<file path="config.mk">
export PLATFORM = sky130hd
export DESIGN_NAME = hazard_ctrl_unit
export DESIGN_NICKNAME = d
export VERILOG_FILES = /design/src/rtl/hazard_pkg.sv /design/src/rtl/hazard_scoreboard.sv /design/src/rtl/hazard_ctrl_unit.sv
export SDC_FILE = /design/constraint.sdc
export NUM_CORES = 1
export LEC_CHECK = 0
export BUFFER_PORTS_ARGS = -buffer_cell sky130_fd_sc_hd__buf_4
export CELL_PAD_IN_SITES_DETAIL_PLACEMENT = 1
export CELL_PAD_IN_SITES_GLOBAL_PLACEMENT = 1
export CORE_AREA = 2 2 135 137
export DETAILED_ROUTE_END_ITERATION = 6
export DIE_AREA = 0 0 137 139
export GPL_TIMING_DRIVEN = 1
export PLACE_DENSITY_LB_ADDON = 0.1
export SYNTH_ARGS = -nofsm -noshare
export SYNTH_HDL_FRONTEND = slang
export SYNTH_SLANG_ARGS = --single-unit
</file>
<file path="constraint.sdc">
create_clock -name clk -period 6.9 [get_ports clk]
set_input_delay 0.345 -clock clk [delete_from_list [all_inputs] [get_ports clk]]
set_output_delay 0.345 -clock clk [all_outputs]
set_load 0.02 [all_outputs]
</file>
<file path="src/rtl/hazard_pkg.sv">
`default_nettype none
// ============================================================================
//  Module      : hazard_pkg
//  Description : Shared constants, select mapping and hazard-cause encoding
//                for the pipeline hazard controller.
//  Revision    : 1.0 - initial release
// ============================================================================
package hazard_pkg;

    // Forwarding select value meaning "take the operand from the register file"
    localparam int unsigned FWD_SEL_RF = 0;

    // Debug classification of the dominant hazard in the current cycle
    typedef enum logic [1:0] {
        HZ_NONE     = 2'd0,
        HZ_LOAD_USE = 2'd1,
        HZ_SB_RAW   = 2'd2,
        HZ_SB_WAW   = 2'd3
    } hz_cause_e;

    // Forwarding stage k is selected by value k+1; 0 is reserved for the RF
    function automatic int unsigned stage_to_sel(input int unsigned stage);
        return stage + 1;
    endfunction

endpackage : hazard_pkg
`default_nettype wire

</file>
<file path="src/rtl/hazard_scoreboard.sv">
`default_nettype none
// ============================================================================
//  Module      : hazard_scoreboard
//  Description : Pending-write bit per architectural register for results
//                still in flight in the long-latency unit. A set and a clear
//                of the same register in one cycle resolve to set, since the
//                set represents a newer outstanding issue. x0 never pends.
//  Revision    : 1.0 - initial release
// ============================================================================
module hazard_scoreboard
    import hazard_pkg::*;
#(
    parameter int REG_AW = 5
) (
    input  logic                  clk,
    input  logic                  rst,
    input  logic                  set_en,
    input  logic [REG_AW-1:0]     set_addr,
    input  logic                  clr_en,
    input  logic [REG_AW-1:0]     clr_addr,
    output logic [2**REG_AW-1:0]  pending
);

    localparam int NREG = 2**REG_AW;

    logic [NREG-1:0] r_pending;
    logic [NREG-1:0] w_next;

    // Next pending vector: clear first, then set, so set dominates
    always_comb begin
        w_next = r_pending;
        if (clr_en) begin
            w_next[clr_addr] = 1'b0;
        end
        if (set_en) begin
            w_next[set_addr] = 1'b1;
        end
        w_next[0] = 1'b0;
    end

    // Pending register with synchronous reset dropping all entries
    always_ff @(posedge clk) begin
        if (rst) begin
            r_pending <= '0;
        end else begin
            r_pending <= w_next;
        end
    end

    assign pending = r_pending;

endmodule : hazard_scoreboard
`default_nettype wire

</file>
<file path="src/rtl/hazard_ctrl_unit.sv">
`default_nettype none
// ============================================================================
//  Module      : hazard_ctrl_unit
//  Description : Operand forwarding selects, load-use interlock and long-
//                latency scoreboard interlock for the EX/ID pipeline
//                boundary, with saturating stall statistics.
//  Revision    : 1.0 - initial release
// ============================================================================
module hazard_ctrl_unit
    import hazard_pkg::*;
#(
    parameter int REG_AW  = 5,
    parameter int NUM_SRC = 2,
    parameter int NUM_FWD = 2,
    parameter int SEL_W   = $clog2(NUM_FWD + 1),
    parameter int CNT_W   = 32
) (
    input  logic                        clk,
    input  logic                        rst,
    input  logic [NUM_SRC*REG_AW-1:0]   id_rs,
    input  logic [NUM_SRC-1:0]          id_rs_used,
    input  logic [REG_AW-1:0]           id_rd,
    input  logic                        id_is_long,
    input  logic                        id_flush,
    input  logic [NUM_SRC*REG_AW-1:0]   ex_rs,
    input  logic [REG_AW-1:0]           ex_rd,
    input  logic                        ex_mem_read,
    input  logic [NUM_FWD*REG_AW-1:0]   fwd_rd,
    input  logic [NUM_FWD-1:0]          fwd_we,
    input  logic                        long_done,
    input  logic [REG_AW-1:0]           long_done_rd,
    output logic [NUM_SRC*SEL_W-1:0]    fwd_sel,
    output logic                        stall_id,
    output logic                        bubble_ex,
    output logic [2**REG_AW-1:0]        sb_pending,
    output logic [CNT_W-1:0]            stall_cnt,
    output logic [CNT_W-1:0]            lu_stall_cnt
);

    localparam logic [CNT_W-1:0] c_cnt_max = '1;

    hz_cause_e         w_hz_cause;
    logic              w_stall;
    logic              w_sb_set;
    logic              w_sb_clr;
    logic [CNT_W-1:0]  r_stall_cnt;
    logic [CNT_W-1:0]  r_lu_stall_cnt;

    // Per-operand forwarding priority encoder
    for (genvar gi = 0; gi < NUM_SRC; gi++) begin : g_fwd_op
        logic [REG_AW-1:0] w_src;
        logic [SEL_W-1:0]  w_sel;

        assign w_src = ex_rs[gi*REG_AW +: REG_AW];

        // Scan oldest to youngest so the youngest matching producer wins
        always_comb begin
            w_sel = SEL_W'(FWD_SEL_RF);
            for (int k = NUM_FWD - 1; k >= 0; k--) begin
                if (fwd_we[k] && (fwd_rd[k*REG_AW +: REG_AW] != '0) &&
                    (fwd_rd[k*REG_AW +: REG_AW] == w_src)) begin
                    w_sel = SEL_W'(stage_to_sel(k));
                end
            end
            if (rst) begin
                w_sel = SEL_W'(FWD_SEL_RF);
            end
        end

        assign fwd_sel[gi*SEL_W +: SEL_W] = w_sel;
    end

    // Hazard classification; load-use ranks first so the counter sees it
    always_comb begin
        logic w_lu;
        logic w_raw;
        logic w_waw;
        w_lu  = 1'b0;
        w_raw = 1'b0;
        for (int i = 0; i < NUM_SRC; i++) begin
            if (id_rs_used[i] && ex_mem_read && (ex_rd != '0) &&
                (id_rs[i*REG_AW +: REG_AW] == ex_rd)) begin
                w_lu = 1'b1;
            end
            if (id_rs_used[i] && (id_rs[i*REG_AW +: REG_AW] != '0) &&
                sb_pending[id_rs[i*REG_AW +: REG_AW]]) begin
                w_raw = 1'b1;
            end
        end
        w_waw = id_is_long && (id_rd != '0) && sb_pending[id_rd];

        if (w_lu) begin
            w_hz_cause = HZ_LOAD_USE;
        end else if (w_raw) begin
            w_hz_cause = HZ_SB_RAW;
        end else if (w_waw) begin
            w_hz_cause = HZ_SB_WAW;
        end else begin
            w_hz_cause = HZ_NONE;
        end
    end

    assign w_stall   = (w_hz_cause != HZ_NONE) && !id_flush && !rst;
    assign stall_id  = w_stall;
    assign bubble_ex = w_stall;

    // A long op only becomes outstanding once it actually leaves ID
    assign w_sb_set = id_is_long && !w_stall && !id_flush && (id_rd != '0);
    assign w_sb_clr = long_done && (long_done_rd != '0);

    hazard_scoreboard #(
        .REG_AW (REG_AW)
    ) u_scoreboard (
        .clk      (clk),
        .rst      (rst),
        .set_en   (w_sb_set),
        .set_addr (id_rd),
        .clr_en   (w_sb_clr),
        .clr_addr (long_done_rd),
        .pending  (sb_pending)
    );

    // Saturating stall statistics
    always_ff @(posedge clk) begin
        if (rst) begin
            r_stall_cnt    <= '0;
            r_lu_stall_cnt <= '0;
        end else if (w_stall) begin
            if (r_stall_cnt != c_cnt_max) begin
                r_stall_cnt <= r_stall_cnt + 1'b1;
            end
            if ((w_hz_cause == HZ_LOAD_USE) && (r_lu_stall_cnt != c_cnt_max)) begin
                r_lu_stall_cnt <= r_lu_stall_cnt + 1'b1;
            end
        end
    end

    assign stall_cnt    = r_stall_cnt;
    assign lu_stall_cnt = r_lu_stall_cnt;

endmodule : hazard_ctrl_unit
`default_nettype wire
</file>
== Word level (Yosys, flattened, before mapping) ==
Index checks and enable logic that the tools add are counted.

* Output and inout bits: 102
* Logic and storage cells: 89
* Register bits: 96

* Eq/ne operators: 9
* Add/subtract/negate cells: 2
* Order comparisons: 6
* Muxes and demuxes: 25
* Bitwise logic cells: 3
* Reductions and logical operators: 40

{| class="wikitable"
|+ Operators with widths
! kind !! number
|-
| 32-bit by 1-bit adder with 32-bit output (second input constant) || 2
|-
| 32-bit 2-to-1 mux || 2
|-
| 32-bit inequality test (second input constant) || 2
|-
| 5-bit nonzero test || 7
|-
| 32-bit bitwise AND || 1
|-
| 32-bit NOT || 1
|-
| 32-bit OR || 1
|-
| 5-bit == test || 6
|-
| 1-bit logical AND || 27
|-
| 5-bit by 6-bit less-than comparator with 1-bit output (second input constant) || 4
|-
| 2-bit 2-to-1 mux || 9
|-
| 1-bit binary-select mux with 5-bit select || 3
|-
| 1-bit demux with 5-bit select || 2
|-
| 5-bit by 1-bit greater-or-equal comparator with 1-bit output (second input constant) || 2
|-
| 1-bit 2-to-1 mux || 9
|-
| 2-bit AND reduction || 2
|-
| 1-bit zero test || 3
|-
| 2-bit by 1-bit == test with 1-bit output (second input constant) || 1
|-
| 2-bit nonzero test || 1
|}

== Longest topological paths before layout ==
Gate-level depths: netlist of the first run.

* Word-level depth: 15
* Gate-level depth with buffers: 11

== By module ==
From an unflattened synthesis of the first run, not the netlist that was laid out.

* Cells, all modules: 679
* Area total of the unflattened synthesis: 5940.7 um^2

{| class="wikitable"
|+ By module, submodules not included
! module !! area an instance (um^2) !! sequential area each (um^2) !! instances !! cells an instance
|-
| hazard_ctrl_unit || 4580.6 || 1281.2 || 1 || 523
|-
| hazard_scoreboard || 1360.1 || 620.6 || 1 || 156
|}

== Least setup slack after synthesis of the first run ==
OpenSTA, ideal clock, no wires.

* Kind: input port to flip-flop
* Start: in id_rd[0]
* End: reg r_stall_cnt[13], in the netlist stall_cnt[13]
* Stages: 9
* Arrival: 2.678 ns
* Data required time: 6.777 ns
* Path slack: 4.098 ns
* Setup time: 0.123 ns
* Cell sequence: clkbuf_1 > mux4_2 > nor2b_1 > a31oi_1 > o2111ai_1 > a221oi_4 > inv_2 > and4_1 > mux2_1

* Word-level cells in the longest chain between the ends: 10
* Elaborated cells between the ends (all ways): 12
* Those cells by class: 5 x mux; 7 x reduce/logical

{| class="wikitable"
|+ Ends and longest elaborated chain
! what !! RTL line !! source
|-
| start: declaration || hazard_ctrl_unit.sv:22 || <nowiki>input logic [REG_AW-1:0] id_rd,</nowiki>
|-
| 1-bit binary-select mux with 5-bit select / 5-bit nonzero test (equally long branches) || hazard_ctrl_unit.sv:90 || <nowiki>w_waw = id_is_long && (id_rd != '0) && sb_pending[id_rd];</nowiki>
|-
| 1-bit 2-to-1 mux (implied by the code) / 1-bit logical AND (equally long branches) || hazard_ctrl_unit.sv:90 ||
|-
| 1-bit logical AND (*) || hazard_ctrl_unit.sv:90 ||
|-
| 2-bit 2-to-1 mux (*) || hazard_ctrl_unit.sv:96 || <nowiki>end else if (w_waw) begin</nowiki>
|-
| 2-bit 2-to-1 mux (*) || hazard_ctrl_unit.sv:94 || <nowiki>end else if (w_raw) begin</nowiki>
|-
| 2-bit 2-to-1 mux (*) || hazard_ctrl_unit.sv:92 || <nowiki>if (w_lu) begin</nowiki>
|-
| 2-bit nonzero test (*) || hazard_ctrl_unit.sv:103 || <nowiki>assign w_stall = (w_hz_cause != HZ_NONE) && !id_flush && !rst;</nowiki>
|-
| 1-bit logical AND (*) (2 in a row) || hazard_ctrl_unit.sv:103 ||
|-
| named net bubble_ex || hazard_ctrl_unit.sv:34 || <nowiki>output logic bubble_ex,</nowiki>
|-
| 2-bit AND reduction (no line) (*) || n/a ||
|-
| end signal: assignment || hazard_ctrl_unit.sv:130 || <nowiki>r_stall_cnt <= r_stall_cnt + 1'b1;</nowiki>
|-
| end: declaration || hazard_ctrl_unit.sv:46 || <nowiki>logic [CNT_W-1:0] r_stall_cnt;</nowiki>
|}

Mark *: on every way through the listed nets, which the timed path passes. The rest lies on a longest branch. The select of a mux whose other input is x is not followed.
A chain may end at the register's enable or synchronous reset.

== Worst setup path after layout of the first run ==
* Start: reg u_scoreboard.r_pending[19], in the netlist u_scoreboard.pending[19]
* End: out stall_id

* Word-level cells in the longest chain between the ends: 10
* Elaborated cells between the ends (all ways): 17
* Those cells by class: 11 x mux; 6 x reduce/logical

{| class="wikitable"
|+ Ends and longest elaborated chain
! what !! RTL line !! source
|-
| start: declaration || hazard_scoreboard.sv:26 || <nowiki>logic [NREG-1:0] r_pending;</nowiki>
|-
| start signal: assignment || hazard_scoreboard.sv:46 || <nowiki>r_pending <= w_next;</nowiki>
|-
| 1-bit binary-select mux with 5-bit select || hazard_ctrl_unit.sv:86 || <nowiki>sb_pending[id_rs[i*REG_AW +: REG_AW]]) begin</nowiki>
|-
| 1-bit 2-to-1 mux (implied by the code) || hazard_ctrl_unit.sv:86 ||
|-
| 1-bit logical AND || hazard_ctrl_unit.sv:85 || <nowiki>if (id_rs_used[i] && (id_rs[i*REG_AW +: REG_AW] != '0) &&</nowiki>
|-
| 1-bit 2-to-1 mux (2 in a row) || hazard_ctrl_unit.sv:85 ||
|-
| 2-bit 2-to-1 mux (*) || hazard_ctrl_unit.sv:94 ||
|-
| 2-bit 2-to-1 mux (*) || hazard_ctrl_unit.sv:92 ||
|-
| 2-bit nonzero test (*) || hazard_ctrl_unit.sv:103 ||
|-
| 1-bit logical AND (*) (2 in a row) || hazard_ctrl_unit.sv:103 ||
|-
| end: declaration || hazard_ctrl_unit.sv:33 || <nowiki>output logic stall_id,</nowiki>
|}

Mark *: on every way between the ends. The rest lies on a longest branch, timed or not. The select of a mux whose other input is x is not followed.

==> results.toml, run 1 <==
[timing]
drv_slew = 0
finalCritPeriodShare_pct = 48.2
fmax_mhz = 300
finalSetupViolations = 0
worst_pin_slew_ns = 1.09
fin_crit_ns = 3.33
rsz0062_at_grt = "false"
layout_setup_ws_ns = 3.57
slew_headroom_pct = 27.1
setup_tns_ns = 0
finalHoldViolations = 0
skew_ns = 0.0127

[setup_path]
worstPathMaxFanout = 53
critPathLaunchType = "flop"
crit_cells = 8
critPathTopFamily = "buffers and inverters"
end_kind = "primary output"
timing.critical_path.cells = "mux4_2 -> nor2b_1 -> a31oi_1 -> o2111ai_1 -> a221oi_4 -> buf_4 -> inv_2 -> buf_4"
critPathRequiredTime_ns = 6.55
startpoint = "u_scoreboard.pending[19]"
rr_worst_depth = 7
critPathArrivalTime_ns = 2.98
critPathMaxStageDelay_ns = 0.50
reg2reg_from = "lu_stall_cnt[3]"
critPathSlowestCell = "mux4_2"
crit_top_cell = "buf_4"
worst-setup-path-type = "reg2out"
crit_buf_inv = 3

[yosys]
synth_edf_count = 0
ys_types = 63
async_reset_ff_share_pct = 0
seq_area_frac_synth_pct = 31.4
synth_seq_cells = 95
synth_top_flop_cell = "dfxtp_1"
postSynthCellCount = 715
yosysTopAreaCell = "dfxtp_1"
yosys-top-cells-area = "dfxtp_1 31%, xor2_1 4.9%, nand4_1 4.1%, mux4_2 4.1%, nand3_1 4.0%"
synth_area_per_cell_sq_um = 8.46
yosysWarnings = 0
netlist_area_sq_um = 6050
synthesis.nets = 772
synth_top_area_share_pct = 31.4

[placed_design]
portBuffers = 155
place_ws_ns = 3.45
placedCellCount = 1052
globalplace.congestion = 0.817
place_hpwl_um = 15600

[cells_and_area]
nFillCells = 2106
multiInputGateArea_sq_um = 3870
seqCellArea_sq_um = 1900
finalNonFillerCells = 1068
nets = 891
antenna_cells = 0
drive_gt1_share_pct = 23.4
final_util_pct = 42.9
syn2layout_area_growth_pct = 25.0

[global_route]
antenna_found_initial = 0
grt_max_degree = 71
grt_pass1_vias = 6190
overflow = 0
grt_pass1_wl_um = 33300
grt_use_total_pct = 21.8

[clocking]
insertion_delay_ns = 0.35
cts_root_buffer = "clkbuf_16"
cts_sinks = 95
ctsResizeCount = 0
cts_made_buffers = 9
cts_tree = "yes"
ctsHoldBuffers = 0
htree_num_levels = 3
clkSlewWorstSetupHoldPaths_ns = 0.07
post_cts_buffers = 0
clockBufferDepth = 2

[floorplanning]
die_h_um = 139
initial_core_util_pct = 34.3
io_pins = 157
design.core.area_sq_um = 17700
std_cell_rows = 49
dieArea_sq_um = 19000
fp.dieW_um = 137

[worst_hold_path]
hold_path_depth = 2
hp-start = "id_rd[0]"
hold_path.class = "in2reg"

[route]
antenna_left = 0
wl_per_cell_um = 19.6
initialDrtViolationCount = 344
vias = 6195
drc = 0
wirelength_um = 20900
dr.pass1.iters = 4
vias_per_cell = 5.80

[power]
ir_drop_v = 0.000110
p_per_area_nw_per_um2 = 153
leakage_nw = 2.78

[run]
cap_violations = 0

[run_status]
status = "completed"
-- routing by layer --
layer | share of wire, % | vias up | GRT usage, %
met3 | 4.2 | 16 | 3.62
met5 | 0 | - | 0
li1 | - | 2970 | -
met2 | 49 | 150 | 37.5
met4 | 1.2 | 0 | 5.10
met1 | 45 | 3059 | 28.3
-- worst paths after layout --
kind                            slack, ns                       end
worst max-delay path                 3.57                  stall_id
worst min-delay path                 0.40  u_scoreboard.pending[28]
worst max register to register       3.73          lu_stall_cnt[14]
worst min register to register       0.51              stall_cnt[4]
-- metrics by stage --
step,power (W),hold WS [ns],area (sq um)
after floorplan,0.000646,0.546,6050
after global placement,0.000700,0.479,7300
after detailed placement,0.000704,0.504,7300
after CTS,0.00117,0.402,7570
after global routing,0.00121,0.421,7570
final,0.00116,0.403,7570
-- cells in the mapped netlist, drive strengths merged (5+ instances only) --
master  instances
buf            14
dfxtp          95
or3             5
nor4           10
a21oi          24
nor3b           6
nand3b          9
o41ai          18
nor3           16
o211ai         17
and4            7
mux2           10
o311ai          8
and2            5
xor2           34
and3           16
inv            12
nor2b           9
or4            30
nand4          40
xnor2          22
nand2          59
o31ai          32
nand3          48
nor2           56
clkbuf         37
mux4           13
o21ai          10
mux2i          19
-- logic make-up after synthesis --
family,count (synthesis),synth area share (%)
flops,95,31.4
buf+inv,64,4.67
fa+ha+maj,2,0.413
mux,42,9.96
xor+xnor,56,8.10
other cells,1,0.0620
simple gates,329,29.6
compound gates,126,15.7
-- final cells by class --
cell class                      count  area share [%]
Sequential cell                    95            25.1
Multi-Input combinational cell    556            51.1
Clock buffer                       11            3.08
Timing Repair Buffer              159            15.8
Tap cell                          229            3.79
Inverter                           13           0.645
Clock inverter                      5           0.463
-- where the power goes --
group	switching (W)	total, W	internal, W
registers	0.00000286	0.000552	0.000550
logic	0.0000839	0.000139	0.0000546
clock network	0.000222	0.000467	0.000245
-- state kept, by name, indices dropped and copies added, names as in the netlist --
| name | flops |
|---|---|
| u_scoreboard.pending | 31 |
| stall_cnt | 32 |
| lu_stall_cnt | 32 |
-- cell usage in the layout (no fill, tap or decap), drive strengths merged, types with 24 or more instances in the layout --
master / n
nand3: 48
xor2: 34
nor2: 56
or4: 30
dfxtp: 95
nand4: 40
buf: 159
a21oi: 24
nand2: 59
o31ai: 32
Power figures use the tool's default switching activity.
==> run 2: changes to the inputs <==
Settings changed: ABC_AREA from default to 1, CORE_AREA 2 2 135 137 to 2 2 148 150, DIE_AREA 0 0 137 139 to 0 0 150 152.
Clock period 6.9 ns to 2.8 ns, I/O delays scaled along.
==> run 2 against run 1 <==
Clock power rose to 2.5 times the previous value. Worst setup slack got worse by 3.4 ns. Synthesized cell count is 57% higher. Clock-buffer cell count stayed put. Non-clock buffer count increased by 24. Critical path depth rose by 6. Die area is 20% higher. Global-route usage increased by 2.7 points. Largest cell class unchanged.
==> results.toml, run 2 <==
[floorplanning]
dieArea_sq_um = 22800
fp.dieW_um = 150
design.core.area_sq_um = 21400
io_pins = 157
initial_core_util_pct = 33.1
die_h_um = 152
std_cell_rows = 54

[power]
p_per_area_nw_per_um2 = 341
ir_drop_v = 0.000321
leakage_nw = 3.53

[yosys]
yosysTopAreaCell = "dfxtp_1"
ys_types = 36
synth_area_per_cell_sq_um = 6.29
yosysMostFrequentCell = "nand2_1"
async_reset_ff_share_pct = 0
synth_top_flop_cell = "dfxtp_1"
synth_edf_count = 0
synth_common_cells = "290 x nand2_1, 108 x a21oi_1, 105 x nor2_1"
synthesis.nets = 1181
yosys-top-cells-area = "dfxtp_1 27%, nand2_1 15%, a21oi_1 7.6%, nand4_1 7.3%, xor2_1 6.1%"
netlist_area_sq_um = 7070
yosysWarnings = 0
synth_seq_cells = 95
synth_top_area_share_pct = 26.9
postSynthCellCount = 1124
seq_area_frac_synth_pct = 26.9

[setup_path]
critPathLaunchType = "flop"
end_kind = "primary output"
critPathMaxStageDelay_ns = 0.36
rr_worst_depth = 10
critPathRequiredTime_ns = 2.66
worst-setup-path-type = "reg2out"
timing.critical_path.cells = "buf_4 -> nand2_1 -> nand2_1 -> nand2_1 -> nand2_1 -> nand2_1 -> nand2_1 -> nor2_1 -> nand2_1 -> a21oi_2 -> nand3_4 -> nand2_4 -> inv_1 -> buf_4"
worstPathMaxFanout = 32
crit_top_cell = "nand2_1"
critPathSlowestCell = "dfxtp_1"
critPathArrivalTime_ns = 2.47

[cells_and_area]
nets = 1319
finalNonFillerCells = 1547
drive_gt1_share_pct = 17.4
nFillCells = 2862
layout_commonest_cell = "nand2_1"
antenna_cells = 0
syn2layout_area_growth_pct = 24.5
seqCellArea_sq_um = 1900
multiInputGateArea_sq_um = 4560
final_cell_mix = "290 x nand2_1, 181 x buf_4, 107 x a21oi_1"

[timing]
rsz0062_at_grt = "false"
slew_headroom_pct = 60.6
worst_pin_slew_ns = 0.589
finalHoldViolations = 0
drv_slew = 0
finalCritPeriodShare_pct = 93.2
fmax_mhz = 383
finalSetupViolations = 0
skew_ns = 0.0124
fin_crit_ns = 2.61
layout_setup_ws_ns = 0.191
setup_tns_ns = 0

[run]
cap_violations = 0

[route]
initialDrtViolationCount = 434
wirelength_um = 28100
vias = 8206
dr.pass1.iters = 4
drc = 0
vias_per_cell = 5.30
wl_per_cell_um = 18.2
antenna_left = 0

[global_route]
grt_use_total_pct = 24.5
grt_max_degree = 45
overflow = 0
antenna_found_initial = 0
grt_pass1_vias = 8010
grt_pass1_wl_um = 44700

[clocking]
htree_num_levels = 3
cts_made_buffers = 9
clockBufferDepth = 2
cts_tree = "yes"
insertion_delay_ns = 0.36
cts_sinks = 95
clkSlewWorstSetupHoldPaths_ns = 0.08
ctsHoldBuffers = 0
cts_root_buffer = "clkbuf_16"

[placed_design]
place_hpwl_um = 21400
placedCellCount = 1531
portBuffers = 155
globalplace.congestion = 0.879
place_ws_ns = 0.215

[worst_hold_path]
hold_path_depth = 4
hold_path.class = "in2reg"

[run_status]
status = "completed"
-- run 2: cell types whose count changed after synthesis, sizes merged, moves of 32 or more --
cell and delta:
inv +75, o31ai -32, nand2 +233, a21oi +85, o21ai +34, nand3 +41, nor2 +49, nand4 +42
-- run 2: cell type report --
cell class	count	share of cell area, %
sequential	95	21.6
timing repair buffer	183	15.9
multi-input combinational	886	51.8
tap	280	3.98
clock buffer	11	2.64
inverter	87	3.74
clock inverter	5	0.384
-- run 2: report_power, final --
| group | internal [W] | leakage [nW] | switching [W] |
|---|---|---|---|
| clock | 0.000605 | 0.126 | 0.000581 |
| combinational | 0.000147 | 2.64 | 0.000306 |
| sequential | 0.00135 | 0.765 | 0.00000754 |
-- run 2: stage by stage --
stage	power [W]	util, %	instance area, sq um	hold slack [ns]
floorplan	0.00167	-	7070	0.358
global placement	0.00184	39.9	8530	0.478
detailed placement	0.00185	39.9	8530	0.494
CTS	0.00304	41.2	8800	0.109
global route	0.00313	41.2	8800	0.143
finish	0.00300	41.2	8800	0.115
-- run 2: repair_timing --
action	4_1_cts	5_1_grt
setup endpoints to repair	0	12
buffers inserted	0	0
hold endpoints to repair	0	0
gates resized for setup	0	1
-- run 2: path summary, 6_finish.rpt --
kind	start	to	slack, ns
worst max-delay path	u_scoreboard.pending[5]	bubble_ex	0.19
worst min-delay path	id_flush	u_scoreboard.pending[1]	0.12
worst max register to register	lu_stall_cnt[0]	lu_stall_cnt[10]	0.34
worst min register to register	lu_stall_cnt[16]	lu_stall_cnt[16]	0.50
-- run 2: logic make-up (layout without fill, tap and decap cells) --
| kind of cell | after synthesis | in the layout | share of synthesized area (%) |
|---|---|---|---|
| buffers and inverters | 143 | 286 | 8.99 |
| AOI/OAI and AO/OA | 174 | 174 | 13.2 |
| and+or+nand+nor | 630 | 630 | 40.8 |
| other | 1 | 1 | 0.0530 |
| adders and majority gates | 2 | 2 | 0.354 |
| xor gates and xnor gates | 79 | 79 | 9.78 |
| DFF | 95 | 95 | 26.9 |
-- run 2: critical path: cells and delay by family (launching register included) --
family / cells / cell delay [ns]
buffers and inverters: 3 / 0.45
AND/OR/NAND/NOR: 10 / 1.08
flip-flops: 1 / 0.36
AO/OA/AOI/OAI: 1 / 0.18
-- run 2: routing by layer --
| layer | share of wire [%] | up-vias | GRT usage (%) | wire length, um |
|---|---|---|---|---|
| met3 | 4.7 | 27 | 2.58 | 1320 |
| met2 | 46 | 221 | 39.7 | 13000 |
| li1 | - | 4071 | - | - |
| met4 | 2.1 | 0 | 7.19 | 599 |
| met5 | 0 | - | 0 | 0 |
| met1 | 47 | 3887 | 34.2 | 13200 |
==> run 3: changes to the inputs <==
--- a/config.mk
+++ b/config.mk
@@ -13,5 +13,4 @@
 export DETAILED_ROUTE_END_ITERATION = 6
 export DIE_AREA = 0 0 150 152
-export GPL_TIMING_DRIVEN = 1
 export PLACE_DENSITY_LB_ADDON = 0.1
 export SYNTH_ARGS = -nofsm -noshare
==> constraint.sdc (replaced) <==
create_clock -name clk -period 2.8 [get_ports clk]
set_input_delay 0.14 -clock clk [delete_from_list [all_inputs] [get_ports clk]]
set_output_delay 0.14 -clock clk [all_outputs]
set_load 0.01 [all_outputs]
==> run 3 against run 2 <==
Sequential power about the same. Non-clock buffer count stayed put. Worst hold slack improved by 0.0018 ns. Die area did not move. Clock skew up 0.00065 ns. Fmax up 4.1%. Clock-buffer cell count did not move. Final cell count unchanged. Routed wire length is 1.6% higher. Final area is 0.85% higher. Flip-flop and latch count did not move. Largest cell class unchanged. Largest power group is now the clock network. Highest routed layer unchanged.
==> results.toml, run 3 (synthesis gave the netlist of run 2 again) <==
[clocking]
cts_tree = "yes"
cts_made_buffers = 9
clockBufferDepth = 2
insertion_delay_ns = 0.36
cts_sinks = 95
post_cts_buffers = 0
clkSlewWorstSetupHoldPaths_ns = 0.08
htree_num_levels = 3
cts_root_buffer = "clkbuf_16"

[route]
drc = 0
initialDrtViolationCount = 473
antenna_left = 0
wirelength_um = 28600
vias = 8277
dr.pass1.iters = 5
wl_per_cell_um = 18.5
vias_per_cell = 5.35

[setup_path]
critPathArrivalTime_ns = 2.37
critPathRequiredTime_ns = 2.66
end_kind = "primary output"
rr_worst_depth = 10
worstPathMaxFanout = 32
cp-endpoint = "bubble_ex"
regToRegSetupSlack_ns = 0.36
critPathLaunchType = "flop"
reg2reg_from = "lu_stall_cnt[0]"
startpoint = "u_scoreboard.pending[5]"
r2r-end = "lu_stall_cnt[11]"
worst-setup-path-type = "reg2out"

[cells_and_area]
nFillCells = 2833
syn2layout_area_growth_pct = 25.5
final_cell_mix = "290 x nand2_1, 181 x buf_4, 107 x a21oi_1"
drive_gt1_share_pct = 17.5
layout_commonest_cell = "nand2_1"
nets = 1319
antenna_cells = 0

[run]
cap_violations = 0

[power]
p_per_area_nw_per_um2 = 365
ir_drop_v = 0.000302
leakage_nw = 3.56

[global_route]
grt_max_degree = 55
antenna_found_initial = 0
grt_pass1_vias = 8381
grt_use_total_pct = 24.8
grt_pass1_wl_um = 45400
overflow = 0

[floorplanning]
die_h_um = 152
dieArea_sq_um = 22800
fp.dieW_um = 150
io_pins = 157
design.core.area_sq_um = 21400
initial_core_util_pct = 33.1
std_cell_rows = 54

[worst_hold_path]
hold_path.class = "in2reg"
hp-start = "id_flush"

[placed_design]
globalplace.congestion = 0.880
place_hpwl_um = 21400
portBuffers = 155

[timing]
skew_ns = 0.0131
finalCritPeriodShare_pct = 89.5
rsz0062_at_grt = "false"
slew_headroom_pct = 59.3
finalSetupViolations = 0
finalHoldViolations = 0
fin_crit_ns = 2.51
drv_slew = 0
fmax_mhz = 399
hold_slack_ns = 0.117
setup_tns_ns = 0
worst_pin_slew_ns = 0.609

[run_status]
status = "completed"
## run 3: cell types whose count changed in the layout (fill, tap and decap cells not counted), sizes merged
cell / previous run / this run
clkinv: 2 / 1
bufinv: 0 / 2
inv: 88 / 87
## run 3: layer usage
metal / GRT usage, % / vias up / wire [um]
met1: 34.2 / 3979 / 13400
met4: 7.59 / 0 / 696
li1: - / 4059 / -
met2: 40.4 / 203 / 13200
met5: 0 / - / 0
met3: 3.00 / 36 / 1260
## run 3: per-stage QoR
step	cell area [sq um]	instances	power, W	utilization (%)	worst slack (ns)
6_report	8880	1547	0.00324	41.6	0.293
5_1_grt	8880	1547	0.00337	41.6	0.0651
4_1_cts	8860	1547	0.00326	41.5	0.110
3_5_place_dp	8530	1531	0.00184	39.9	0.265
3_3_place_gp	8530	1531	0.00184	39.9	0.309
2_1_floorplan	7070	1124	0.00166	-	0.813
## run 3: worst min path at each step
stage	depth (start not counted)	end
6_report	4	u_scoreboard.pending[3]
5_1_grt	4	u_scoreboard.pending[3]
4_1_cts	4	u_scoreboard.pending[3]
3_5_place_dp	4	u_scoreboard.pending[3]
3_3_place_gp	2	lu_stall_cnt[16]
2_1_floorplan	3	u_scoreboard.pending[31]
## run 3: repair_timing
action / in CTS / in global routing
endpoints found under the setup margin: 0 / 6
resized for setup: 0 / 2
hold buffers: 0 / 0
## run 3: layout make-up
type	count	area (sq um)	area share, %
inverter	87	329	3.71
clock buffer	11	253	2.85
timing repair buffer	183	1400	15.8
sequential	95	1900	21.4
clock inverter	5	80.1	0.902
tap	280	350	3.95
multi-input combinational	886	4570	51.4
## run 3: worst max-delay path, stage by stage (launching register included)
cell and delay [ns]:
dfxtp_1 0.36, buf_4 0.16, nand2_1 0.07, nand2_1 0.06
nand2_1 0.05, nand2_1 0.07, nand2_1 0.07, nand2_1 0.04
nor2_1 0.14, nand2_1 0.10, a21oi_2 0.20, nand3_4 0.18
nand2_8 0.25, inv_1 0.09, buf_4 0.15
## run 3: where the power goes
group | internal (W) | switching, W | leakage, nW
Sequential | 0.00135 | 0.00000754 | 0.765
Combinational | 0.000148 | 0.000304 | 2.63
Clock | 0.000832 | 0.000594 | 0.158
Total | 0.00233 | 0.000906 | 3.56
